File: src/rtl/countdown_timer_pkg.sv
// Shared definitions for the countdown timer.
//   state_e            : controller states (IDLE, RUN, PAUSE, EXPIRED)
//   MAX_SECONDS_DEF    : default upper limit of the count (0-99 display)
//   SEC_W              : width of the seconds datapath
//   sat_seconds()      : clamp a loaded value to the upper limit
package countdown_timer_pkg;

  localparam int unsigned SEC_W           = 7;
  localparam int unsigned MAX_SECONDS_DEF = 99;

  typedef enum logic [1:0] {
    ST_IDLE    = 2'd0,
    ST_RUN     = 2'd1,
    ST_PAUSE   = 2'd2,
    ST_EXPIRED = 2'd3
  } state_e;

  function automatic logic [SEC_W-1:0] sat_seconds(input logic [SEC_W-1:0] v,
                                                   input int unsigned       lim);
    logic [31:0] lim_v;
    lim_v = lim;
    return ({25'd0, v} > lim_v) ? lim_v[SEC_W-1:0] : v;
  endfunction

endpackage

File: src/rtl/countdown_timer_if.sv
// Command/status bundle of the countdown timer.
//   load_en/load_value : load a duration (seconds, binary)
//   start/pause/cancel : one-cycle command strobes
//   seconds            : remaining seconds
//   running/paused     : state flags
//   timeout            : one-cycle expiry pulse
// master = command source, slave = timer.
interface countdown_timer_if;
  import countdown_timer_pkg::*;

  logic             load_en;
  logic [SEC_W-1:0] load_value;
  logic             start;
  logic             pause;
  logic             cancel;
  logic [SEC_W-1:0] seconds;
  logic             running;
  logic             paused;
  logic             timeout;

  modport master (
    output load_en, load_value, start, pause, cancel,
    input  seconds, running, paused, timeout
  );

  modport slave (
    input  load_en, load_value, start, pause, cancel,
    output seconds, running, paused, timeout
  );
endinterface

File: src/rtl/countdown_timer_tick_divider.sv
// One-second prescaler.
//   clk, reset : clock / synchronous active-high reset
//   enable     : advance the count this cycle
//   clear      : force the count to 0 (wins over enable)
//   tick       : high in the cycle the count wraps from TICKS-1 to 0
// tick is combinational so the controller can decrement on the same edge
// the prescaler wraps.
module tick_divider #(
  parameter int unsigned TICKS = 4
) (
  input  logic clk,
  input  logic reset,
  input  logic enable,
  input  logic clear,
  output logic tick
);
  localparam int unsigned      W    = (TICKS > 2) ? $clog2(TICKS) : 1;
  localparam logic [W-1:0]     LAST = W'(TICKS - 1);

  logic [W-1:0] cnt_q, cnt_d;

  always_comb begin
    cnt_d = cnt_q;
    tick  = 1'b0;
    if (clear) begin
      cnt_d = '0;
    end else if (enable) begin
      if (cnt_q == LAST) begin
        cnt_d = '0;
        tick  = 1'b1;
      end else begin
        cnt_d = cnt_q + W'(1);
      end
    end
  end

  always_ff @(posedge clk) begin
    if (reset) cnt_q <= '0;
    else       cnt_q <= cnt_d;
  end
endmodule

File: src/rtl/countdown_timer.sv
// Seconds countdown timer with load / start / pause / cancel.
//   clk   : system clock, rising edge
//   reset : synchronous, active-high, overrides every strobe
//   bus   : countdown_timer_if.slave (commands in, seconds/flags/timeout out)
// Strobe priority is cancel > load_en > start > pause; only the highest
// asserted strobe is acted on, even if it is a no-op in the current state.
module countdown_timer
  import countdown_timer_pkg::*;
#(
  parameter int unsigned TICKS_PER_SEC = 100000000,
  parameter int unsigned MAX_SECONDS   = MAX_SECONDS_DEF
) (
  input  logic               clk,
  input  logic               reset,
  countdown_timer_if.slave   bus
);

  state_e           state_q, state_d;
  logic [SEC_W-1:0] secs_q, secs_d;
  logic [SEC_W-1:0] reload_q, reload_d;
  logic             tmo_q, tmo_d;
  logic             running_q, paused_q;

  logic             div_en, div_clr, tick;
  logic             cmd_load, cmd_start, cmd_pause;
  logic             idle_like;

  // Effective (winning) commands after priority resolution.
  assign cmd_load  = !bus.cancel && bus.load_en;
  assign cmd_start = !bus.cancel && !bus.load_en && bus.start;
  assign cmd_pause = !bus.cancel && !bus.load_en && !bus.start && bus.pause;
  assign idle_like = (state_q == ST_IDLE) || (state_q == ST_EXPIRED);

  // Counting continues in RUN unless cancelled or paused; load/start are
  // no-ops there and do not stall the prescaler.
  assign div_en  = (state_q == ST_RUN) && !bus.cancel && !cmd_pause;
  assign div_clr = bus.cancel || (cmd_start && idle_like);

  tick_divider #(.TICKS(TICKS_PER_SEC)) u_div (
    .clk    (clk),
    .reset  (reset),
    .enable (div_en),
    .clear  (div_clr),
    .tick   (tick)
  );

  always_comb begin
    state_d  = state_q;
    secs_d   = secs_q;
    reload_d = reload_q;
    tmo_d    = 1'b0;

    if (bus.cancel) begin
      state_d = ST_IDLE;
      secs_d  = reload_q;
    end else if (cmd_load) begin
      if (idle_like) begin
        reload_d = sat_seconds(bus.load_value, MAX_SECONDS);
        secs_d   = sat_seconds(bus.load_value, MAX_SECONDS);
        state_d  = ST_IDLE;
      end
    end else if (cmd_start) begin
      unique case (state_q)
        ST_IDLE: begin
          if (secs_q != '0) state_d = ST_RUN;
          else              tmo_d   = 1'b1;
        end
        ST_EXPIRED: begin
          secs_d = reload_q;
          if (reload_q != '0) begin
            state_d = ST_RUN;
          end else begin
            state_d = ST_IDLE;
            tmo_d   = 1'b1;
          end
        end
        ST_PAUSE: state_d = ST_RUN;
        default:  ;
      endcase
    end else if (cmd_pause) begin
      if (state_q == ST_RUN) state_d = ST_PAUSE;
    end

    // One-second decrement; RUN always holds a non-zero count.
    if (div_en && tick) begin
      secs_d = secs_q - SEC_W'(1);
      if (secs_q == SEC_W'(1)) begin
        state_d = ST_EXPIRED;
        tmo_d   = 1'b1;
      end
    end
  end

  always_ff @(posedge clk) begin
    if (reset) begin
      state_q   <= ST_IDLE;
      secs_q    <= '0;
      reload_q  <= '0;
      tmo_q     <= 1'b0;
      running_q <= 1'b0;
      paused_q  <= 1'b0;
    end else begin
      state_q   <= state_d;
      secs_q    <= secs_d;
      reload_q  <= reload_d;
      tmo_q     <= tmo_d;
      running_q <= (state_d == ST_RUN);
      paused_q  <= (state_d == ST_PAUSE);
    end
  end

  assign bus.seconds = secs_q;
  assign bus.running = running_q;
  assign bus.paused  = paused_q;
  assign bus.timeout = tmo_q;

endmodule
File: src/flat_wrapper.sv
// flat-port wrapper written by rule: the top's interface ports become plain ports
module countdown_timer_flat import countdown_timer_pkg::*;
#(
  parameter int unsigned TICKS_PER_SEC = 100000000,
  parameter int unsigned MAX_SECONDS   = MAX_SECONDS_DEF
)
  (clk, reset, bus_load_en, bus_load_value, bus_start, bus_pause, bus_cancel, bus_seconds, bus_running, bus_paused, bus_timeout);
  countdown_timer_if bus_i ();
  input  logic clk;
  input  logic reset;
  input wire logic [$bits(bus_i.load_en)-1:0] bus_load_en;
  input wire logic [$bits(bus_i.load_value)-1:0] bus_load_value;
  input wire logic [$bits(bus_i.start)-1:0] bus_start;
  input wire logic [$bits(bus_i.pause)-1:0] bus_pause;
  input wire logic [$bits(bus_i.cancel)-1:0] bus_cancel;
  output wire logic [$bits(bus_i.seconds)-1:0] bus_seconds;
  output wire logic [$bits(bus_i.running)-1:0] bus_running;
  output wire logic [$bits(bus_i.paused)-1:0] bus_paused;
  output wire logic [$bits(bus_i.timeout)-1:0] bus_timeout;
  assign bus_i.load_en = bus_load_en;
  assign bus_i.load_value = bus_load_value;
  assign bus_i.start = bus_start;
  assign bus_i.pause = bus_pause;
  assign bus_i.cancel = bus_cancel;
  assign bus_seconds = bus_i.seconds;
  assign bus_running = bus_i.running;
  assign bus_paused = bus_i.paused;
  assign bus_timeout = bus_i.timeout;
  countdown_timer #(.TICKS_PER_SEC(TICKS_PER_SEC), .MAX_SECONDS(MAX_SECONDS)) u_core (.clk(clk), .reset(reset), .bus(bus_i));
endmodule
File: config.mk
export PLATFORM = sky130hd
export DESIGN_NAME = countdown_timer_flat
export DESIGN_NICKNAME = d
export VERILOG_FILES = /design/src/rtl/countdown_timer_pkg.sv /design/src/rtl/countdown_timer_if.sv /design/src/rtl/countdown_timer_tick_divider.sv /design/src/rtl/countdown_timer.sv /design/src/flat_wrapper.sv
export SDC_FILE = /design/constraint.sdc
export NUM_CORES = 1
export LEC_CHECK = 0
export BUFFER_PORTS_ARGS = -buffer_cell sky130_fd_sc_hd__buf_4
export CORE_MARGIN = 2
export CORE_UTILIZATION = 35
export DETAILED_ROUTE_END_ITERATION = 12
export PLACE_DENSITY = 0.49
export SLEW_MARGIN = 20
export SYNTH_ARGS = -nofsm -noshare
export SYNTH_HDL_FRONTEND = slang
export SYNTH_HIERARCHICAL = 1
export SYNTH_SLANG_ARGS = --single-unit
File: constraint.sdc
create_clock -name clk -period 9.1 [get_ports clk]
set_input_delay 0.455 -clock clk [delete_from_list [all_inputs] [get_ports clk]]
set_output_delay 0.455 -clock clk [all_outputs]
set_load 0.03 [all_outputs]
==> impl_metrics.csv, run 1 <==
group,metric,value,unit
status,status,"completed",
power,ir_drop,0.0000489,V
critical_path,cpLargestDelayFamily,"simple AND/OR/NAND/NOR gates",
sta,max_freq,0.285,GHz
synth,syn_area_per_cell,8.47,um^2
critical_path,arrival,3.70,ns
sta,fin_skew,0.00523,ns
synth,yosysTopAreaCell,"dfxtp_1",
floorplanning,io_pins,23,
route,vias_per_cell,5.53,
synth,synth_flop_cell,"dfxtp_1",
sta,fin_crit,3.51,ns
power,pwr_density_cell,132,nW/um^2
global_route,grt_antenna_before_repair,0,
cells_and_area,design_area,2960,um^2
cells_and_area,num_antenna_cells,0,
critical_path,crit_chain,"ha_1 -> nor3b_1 -> and3_2 -> nand3_1 -> nor4_1 -> nand4bb_1 -> and2_1 -> a221oi_1 -> nor2_1",
critical_path,reg2reg_slack,5.59,ns
power,power.leakage,0.00100,uW
global_route,grt_pass1_wl,10200,um
synth,synth.distinct_cells,59,
synth,synth_nets,339,
placed_design,placed_cell_area,2870,um^2
run,maxCapViolCount,0,
cells_and_area,drive_above_1_share,15.1,%
critical_path,rr_startpoint,"u_core/state_q[0]",
sta,worst_slew_pin_slew,0.713,ns
floorplanning,fp-row-count,31,
sta,period_share,38.5,%
placed_design,port_buffers,22,
cells_and_area,final_nets,353,
clock_network,insertion_delay,0.30,ns
cells_and_area,register_area,921,um^2
clock_network,cts.path.max_buffers,2,
floorplanning,die_x,91.4,um
global_route,grt_pass1_vias,2114,
power,p_comb_share,13.4,%
critical_path,critPathLaunchType,"register",
power,share_seq_of_total_power,53.7,%
route,wl_per_cell,14.1,um
route,routed_wl,6080,um
route,drtIter0Drc,59,
global_route,grt_usage,15.1,%
critical_path,crit_fanout,8,
synth,ys_warn_count,6,
sta,hold_viol_final,0,
clock_network,hold_buffers,0,
critical_path,slowest_delay,0.61,ns
synth,ys_ff_latch,46,
clock_network,ctsResizeCount,0,
placed_design,dp_hpwl,4530,um
sta,rsz0062_at_grt,"no",
sta,hold_slack,0.429,ns
critical_path,crit_type,"register to register",
sta,max_slew_margin,52.3,%
critical_path,reg2reg_to,"u_core/bus.seconds[0]",
route,drtPass1Iterations,4,
cells_and_area,fillCellCount,774,
critical_path,r2r_cells,9,
synth,synth-edff-count,0,
floorplanning,initial_utilization,36.5,%
synth,async_flop_share,0,%
global_route,gr-total-overflow,0,
critical_path,critical_path.slowest_cell,"nor3b_1",
power,power.internal,288,uW
clock_network,clockRootBuffer,"clkbuf_8",
floorplanning,dieArea,8360,um^2
clock_network,cts_buffers,5,
synth,ys_seq_area_share,34.4,%
clock_network,cts_tree,"yes",
synth,syn_inst,316,
power,pwr-share-clk,32.9,%
placed_design,finalWeightedCongestion,0.849,
route,drc,0,
route,ant_nets,0,
synth,synth_top_area_share,34.4,%
cells_and_area,multi_input_area,1610,um^2
critical_path,endpoint_kind,"register",
critical_path,worst-path-buf-inv,0,
route,num_vias,2376,
critical_path,crit_cells,9,
power,switching_share,26.4,%
clock_network,htree_levels,2,
clock_network,postCtsSetupBuffers,0,
synth,mappedNetlistArea,2680,um^2
global_route,grt_max_degree,22,
sta,tns,0,ns
sta,final_max_slew_viol_count,0,
min_path,min_path_type,"input pin to register",
power,power.net_switching,103,uW
critical_path,required,9.29,ns
clock_network,clk_pin_slew,0.08,ns
floorplanning,core_area,7330,um^2
clock_network,numClockSinks,46,
critical_path,worstSetupStartpoint,"u_core/state_q[0]",
critical_path,cp-endpoint,"u_core/bus.seconds[0]",
cells_and_area,syn_to_final_growth,10.6,%
sta,setup_violations,0,
floorplanning,die_h,91.4,um
synth,synth.area.top_cells,"dfxtp_1 34%, a21oi_1 5.2%, ha_1 4.7%, nor2_1 4.3%, nand3_1 3.7%",
cell usage after synthesis, drive strengths merged (3+ instances only):
cell type   n
dfxtp      46
nor2       32
a21oi      30
nand2      22
nand3      20
o21ai      15
buf        13
nand4      11
ha         10
inv         9
or3         8
a211oi      7
o31ai       7
or4         7
a31oi       6
and4        6
and3        5
nor3        5
nor4        5
xor2        5
clkbuf      4
xnor2       4
and2        3
nor3b       3
o41ai       3
worst min path at each step:
stage | start | to | slack (ns) | depth (start not counted)
2_1_floorplan | u_core/u_div/cnt_q[23] | u_core/u_div/cnt_q[23] | 0.44 | 2
3_3_place_gp | u_core/u_div/cnt_q[23] | u_core/u_div/cnt_q[23] | 0.47 | 2
3_5_place_dp | u_core/u_div/cnt_q[23] | u_core/u_div/cnt_q[23] | 0.47 | 2
4_1_cts | bus_load_value[5] | u_core/reload_q[5] | 0.41 | 3
5_1_grt | bus_load_value[6] | u_core/reload_q[6] | 0.43 | 3
6_report | bus_load_value[5] | u_core/reload_q[5] | 0.43 | 3
cell usage in the layout (no fill, tap or decap), types with 8 or more instances in the layout:
| cell | netlist | final |
|---|---|---|
| nor2_1 | 31 | 31 |
| a21oi_1 | 28 | 28 |
| dfxtp_1 | 46 | 46 |
| nand3_1 | 20 | 20 |
| ha_1 | 10 | 10 |
| inv_1 | 9 | 9 |
| o21ai_0 | 15 | 15 |
| nand2_1 | 22 | 22 |
| buf_4 | 2 | 24 |
| nand4_1 | 8 | 8 |
power by group through the flow:
| stage | clock [uW] | sequential [uW] | combinational [uW] |
|---|---|---|---|
| floorplan | 0 | 218 | 31.9 |
| global placement | 0 | 215 | 53.0 |
| detailed placement | 0 | 215 | 52.0 |
| CTS | 137 | 210 | 52.2 |
| global route | 144 | 211 | 57.6 |
| finish | 129 | 210 | 52.4 |
flip-flops by register name, summed over array words and instances (netlist names):
| signal | cells |
|---|---|
| u_core/u_div/cnt_q | 27 |
| u_core/bus.paused | 1 |
| u_core/reload_q | 7 |
| u_core/state_q | 2 |
| u_core/bus.timeout | 1 |
| u_core/bus.seconds | 7 |
| u_core/bus.running | 1 |
final cells by class:
type                       count  share of cell area, %
tap                           99                   4.19
clock inverter                 1                  0.169
sequential                    46                   31.1
multi-input combinational    244                   54.4
timing repair buffer          24                   6.09
clock buffer                   7                   2.92
inverter                       9                   1.14
worst reg2reg max path, cell delays in order, from the launching register on:
cell       delay [ns]
dfxtp_1          0.48
ha_1             0.27
nor3b_1          0.61
and3_2           0.40
nand3_1          0.18
nor4_1           0.43
nand4bb_1        0.37
and2_1           0.31
a221oi_1         0.30
nor2_1           0.06
kinds of logic (layout without fill, tap and decap cells):
group | count (synthesis) | in the layout | share of synthesized area (%)
AND/OR/NAND/NOR | 138 | 138 | 30.5
AO/OA/AOI/OAI | 83 | 83 | 20.2
flip-flops | 46 | 46 | 34.4
buffers and inverters | 26 | 41 | 5.66
adder cells (fa/ha/maj) | 10 | 10 | 4.68
XOR/XNOR | 9 | 9 | 2.95
multiplexers | 4 | 4 | 1.59
per-layer routing:
metal  vias up  global-route usage, %  share of wire [%]
met4         0                   4.67               0.92
met1      1116                   21.4                 51
met3         5                   3.24                3.7
met2        39                   22.7                 44
met5         -                      0                  0
li1       1216                      -                  -
per-stage QoR:
| stage | instances | setup slack, ns | util, % | total power, uW |
|---|---|---|---|---|
| 2_1_floorplan | 316 | 6.11 | - | 250 |
| 3_3_place_gp | 422 | 5.69 | 39.1 | 268 |
| 3_5_place_dp | 422 | 5.58 | 39.1 | 267 |
| 4_1_cts | 430 | 5.56 | 40.3 | 399 |
| 5_1_grt | 430 | 5.24 | 40.3 | 413 |
| 6_report | 430 | 5.59 | 40.3 | 391 |
(Power assumes the default switching activity.)
==> inputs of run 2 (changes only) <==
PLACE_DENSITY = 0.5   (was 0.49)
clock period = 3.17 ns   (was 9.1 ns; I/O delays follow)
==> run 2 against run 1 <==
Effect of this change: maximum frequency rose by 22%; hold slack lost 0.29 ns; worst setup slack got worse by 5.3 ns; global-route usage rose by 0.84 points; count of clock-buffer cells in the layout unchanged; sequential cell count stayed put; clock power rose to 2.9 times the previous value; via count unchanged; sequential power rose to 2.9 times the previous value; utilization rose by 0.67 points; largest power group unchanged.
==> impl_metrics.csv, run 2 (synthesis results as in run 1) <==
group,metric,value,unit
clock_network,insertion_delay,0.30,ns
global_route,grt_pass1_vias,2229,
critical_path,crit_fanout,10,
cells_and_area,register_area,921,um^2
clock_network,numClockSinks,46,
cells_and_area,final_cell_mix,"46 x dfxtp_1, 31 x nor2_1, 29 x buf_4, 28 x a21oi_1, 22 x nand2_1",
route,routed_wl,6300,um
floorplanning,core_area,7330,um^2
critical_path,endpoint_kind,"register",
global_route,gr-total-overflow,0,
cells_and_area,regMostFlops,"u_core/u_div/cnt_q",
route,drtPass1Iterations,4,
floorplanning,die_h,91.4,um
cells_and_area,num_antenna_cells,0,
sta,worst_slew_pin_slew,0.720,ns
clock_network,cts_tree,"yes",
sta,period_share,90.4,%
floorplanning,io_pins,23,
sta,fin_crit,2.87,ns
sta,hold_viol_final,0,
clock_network,clockRootBuffer,"clkbuf_8",
sta,final_max_slew_viol_count,0,
cells_and_area,largest_reg_flops,27,
clock_network,hold_buffers,0,
clock_network,clk_pin_slew,0.09,ns
cells_and_area,syn_to_final_growth,12.4,%
power,ir_drop,0.000154,V
route,drc,0,
route,wl_per_cell,14.5,um
sta,tns,0,ns
critical_path,crit_type,"register to register",
status,status,"completed",
critical_path,critPathLaunchType,"register",
route,ant_nets,0,
route,drtIter0Drc,135,
clock_network,htree_levels,2,
power,pwr_density_cell,378,nW/um^2
cells_and_area,multi_input_area,1620,um^2
critical_path,arrival,3.05,ns
global_route,grt_antenna_before_repair,0,
cells_and_area,final_util,41.0,%
global_route,grt_pass1_wl,11100,um
global_route,grt_max_degree,22,
route,num_vias,2376,
floorplanning,initial_utilization,36.5,%
cells_and_area,fin_cells,435,
cells_and_area,drive_above_1_share,17.0,%
sta,max_slew_margin,51.9,%
clock_network,cts_buffers,5,
cells_and_area,fillCellCount,744,
global_route,grt_usage,15.9,%
power,power.leakage,0.00103,uW
sta,fin_skew,0.00774,ns
run,maxCapViolCount,0,
sta,hold_slack,0.135,ns
route,vias_per_cell,5.46,
placed_design,port_buffers,22,
placed_design,dp.cells,427,
min_path,min_path_type,"input pin to register",
cells_and_area,final_nets,358,
floorplanning,die_x,91.4,um
cells_and_area,final_common_cell,"dfxtp_1",
floorplanning,dieArea,8360,um^2
placed_design,dp_hpwl,4520,um
clock_network,cts.path.max_buffers,2,
sta,max_freq,0.349,GHz
sta,setup_violations,0,
critical_path,required,3.35,ns
placed_design,finalWeightedCongestion,0.784,
floorplanning,fp-row-count,31,
power,finalPower,1140,uW
[run 2: critical path, cell delays in order (launching register included)]
cell and delay [ns]:
dfxtp_1 0.38, inv_1 0.13, ha_1 0.21, nor3b_2 0.22, and3_2 0.29, nand3_1 0.20
nor4_2 0.33, nor4bb_1 0.33, buf_4 0.23, nor2_2 0.09, a221oi_1 0.30, nor2_1 0.06
[run 2: worst paths after layout]
check                           slack [ns]  cells past startpoint              startpoint                     end
worst min-delay path                  0.14                      3       bus_load_value[6]      u_core/reload_q[6]
worst max register to register        0.30                     11       u_core/state_q[1]   u_core/bus.seconds[0]
worst min register to register        0.49                      2  u_core/u_div/cnt_q[23]  u_core/u_div/cnt_q[23]
worst max-delay path                  0.30                     11       u_core/state_q[1]   u_core/bus.seconds[0]
[run 2: timing repair]
item | CTS | global route
buffers inserted | 0 | 0
gates resized for setup | 0 | 2
endpoints found under the setup margin | 0 | 9
hold endpoints to repair | 0 | 0
[run 2: layout make-up]
class                   count  area share (%)
flip-flops and latches     46            30.6
inverters                   9            1.12
repair buffers             29            7.24
well taps                  99            4.12
clock inverters             1           0.166
clock buffers               7            2.87
multi-input cells         244            53.8
[run 2: power breakdown]
part	switching, uW	internal [uW]	total (uW)
clock network	202	176	378
registers	13.0	590	603
logic	92.0	63.0	155
[run 2: per-layer routing]
layer | wire [um] | part of all wire, % | track usage [%]
met3 | 244 | 3.9 | 2.82
met4 | 28 | 0.44 | 4.17
met2 | 2650 | 42 | 24.1
met5 | 0 | 0 | 0
met1 | 3380 | 54 | 23.1
[run 2: stage by stage]
stage	area [um^2]	setup slack, ns
finish	3010	0.303
global route	3010	-0.0115
CTS	3000	0.121
detailed placement	2900	0.166
global placement	2900	0.290
floorplan	2680	0.209
==> inputs of run 3 (changes only) <==
CORE_UTILIZATION = 54   (was 35)
PLACE_DENSITY = 0.73   (was 0.5)
==> run 3 against run 2 <==
Effect of this change: cell count decreased by 7.8%; global-route usage increased by 5.9 points; worst setup slack got worse by 0.12 ns; cell area decreased by 1.1%; largest power group unchanged; critical path type unchanged.
==> impl_metrics.csv, run 3 (synthesis results as in run 1) <==
group,metric,value,unit
status,status,"completed",
clock_network,clockRootBuffer,"clkbuf_8",
critical_path,arrival,3.17,ns
clock_network,cts.path.max_buffers,2,
cells_and_area,drive_above_1_share,16.5,%
run,maxCapViolCount,0,
placed_design,dp_hpwl,4130,um
floorplanning,initial_utilization,56.3,%
route,ant_nets,0,
clock_network,numClockSinks,46,
sta,fin_crit,2.98,ns
route,drc,0,
placed_design,finalWeightedCongestion,0.886,
floorplanning,die_x,74.4,um
floorplanning,core_area,4750,um^2
cells_and_area,syn_to_final_growth,11.2,%
critical_path,r2r_cells,10,
global_route,grt_pass1_wl,9450,um
critical_path,crit_type,"register to register",
cells_and_area,regMostFlops,"u_core/u_div/cnt_q",
sta,period_share,94.1,%
clock_network,cts_tree,"yes",
sta,worst_slew_pin_slew,0.789,ns
cells_and_area,final_common_cell,"dfxtp_1",
clock_network,htree_levels,2,
clock_network,clk_pin_slew,0.08,ns
cells_and_area,largest_reg_flops,27,
floorplanning,fp-row-count,25,
cells_and_area,final_util,62.6,%
critical_path,required,3.35,ns
route,top_layer_used,"met4",
min_path,whs_path_depth,3,
sta,tns,0,ns
global_route,gr-total-overflow,0,
power,ir_drop,0.000286,V
power,power.leakage,0.00103,uW
floorplanning,dieArea,5530,um^2
cells_and_area,fillCellCount,437,
route,met3_length,274,um
cells_and_area,num_antenna_cells,0,
critical_path,endpoint_kind,"register",
route,wl_met2,2610,um
sta,final_max_slew_viol_count,0,
critical_path,crit_fanout,10,
global_route,grt_antenna_before_repair,0,
floorplanning,die_h,74.4,um
critical_path,critPathLaunchType,"register",
clock_network,insertion_delay,0.29,ns
route,vias_per_cell,5.94,
sta,rsz0062_at_grt,"no",
floorplanning,io_pins,23,
route,drtPass1Iterations,4,
clock_network,cts_buffers,5,
sta,hold_viol_final,0,
placed_design,port_buffers,22,
power,pwr_density_cell,403,nW/um^2
min_path,min_path_type,"input pin to register",
sta,max_slew_margin,47.3,%
route,wl_per_cell,14.3,um
global_route,grt_max_degree,22,
sta,max_freq,0.335,GHz
global_route,grt_pass1_vias,2034,
route,m1WireLength,2810,um
route,routed_wl,5750,um
route,drtIter0Drc,109,
sta,fin_skew,0.00466,ns
cells_and_area,final_cell_mix,"46 x dfxtp_1, 31 x nor2_1, 28 x buf_4, 28 x a21oi_1, 22 x nand2_1",
sta,setup_violations,0,
global_route,grt_usage,21.8,%
cells_and_area,final_nets,357,
route,num_vias,2383,
-- run 3: final timing paths --
check | slack [ns] | from | endpoint
setup / recovery | 0.19 | u_core/state_q[0] | u_core/bus.seconds[0]
hold / removal | 0.13 | bus_load_value[5] | u_core/reload_q[5]
setup reg to reg | 0.19 | u_core/state_q[0] | u_core/bus.seconds[0]
hold reg to reg | 0.49 | u_core/u_div/cnt_q[26] | u_core/u_div/cnt_q[26]
-- run 3: per-layer routing --
metal / track usage, % / vias up
met3: 4.74 / 7
li1: - / 1221
met2: 32.8 / 42
met1: 31.8 / 1113
met5: 0 / -
met4: 5.16 / 0
-- run 3: repair_timing --
action | in CTS | in global routing
resized for setup | 0 | 1
endpoints found under the setup margin | 0 | 4
hold buffers | 0 | 0
buffers inserted | 0 | 0
hold endpoints to repair | 0 | 0
-- run 3: final cells by class --
cell class / instances / area, um^2 / area share [%]
multi-input cells: 244 / 1610 / 54.2
well taps: 67 / 83.8 / 2.82
clock buffers: 6 / 82.6 / 2.78
inverters: 9 / 33.8 / 1.14
repair buffers: 28 / 210 / 7.07
clock inverters: 1 / 30.0 / 1.01
flip-flops and latches: 46 / 921 / 31.0
-- run 3: per-stage QoR --
| stage | cell area [um^2] | total power, uW | worst slack, ns | hold slack (ns) | std cells |
|---|---|---|---|---|---|
| 6_report | 2970 | 1200 | 0.187 | 0.129 | 401 |
| 5_1_grt | 2970 | 1250 | 0.0153 | 0.130 | 401 |
| 4_1_cts | 2970 | 1210 | 0.116 | 0.119 | 401 |
| 3_5_place_dp | 2860 | 767 | 0.191 | 0.439 | 394 |
| 3_3_place_gp | 2860 | 766 | 0.305 | 0.436 | 394 |
| 2_1_floorplan | 2680 | 719 | 0.209 | 0.295 | 316 |
-- run 3: where the power goes --
group | internal, uW | switching (uW) | total, uW | leakage (uW)
registers | 589 | 13.9 | 603 | 0.000373
logic | 61.6 | 90.1 | 152 | 0.000603
clock network | 252 | 191 | 443 | 0.0000573
total | 903 | 295 | 1200 | 0.00103
-- run 3: worst max-delay path, stage by stage, from the launching register on --
cell and delay [ns]:
dfxtp_1 0.48, ha_1 0.27, nor3b_2 0.26, and3_2 0.30, nand3_1 0.19, nor4_1 0.37
nor4bb_1 0.33, buf_4 0.22, nor2_2 0.09, a221oi_1 0.29, nor2_1 0.06
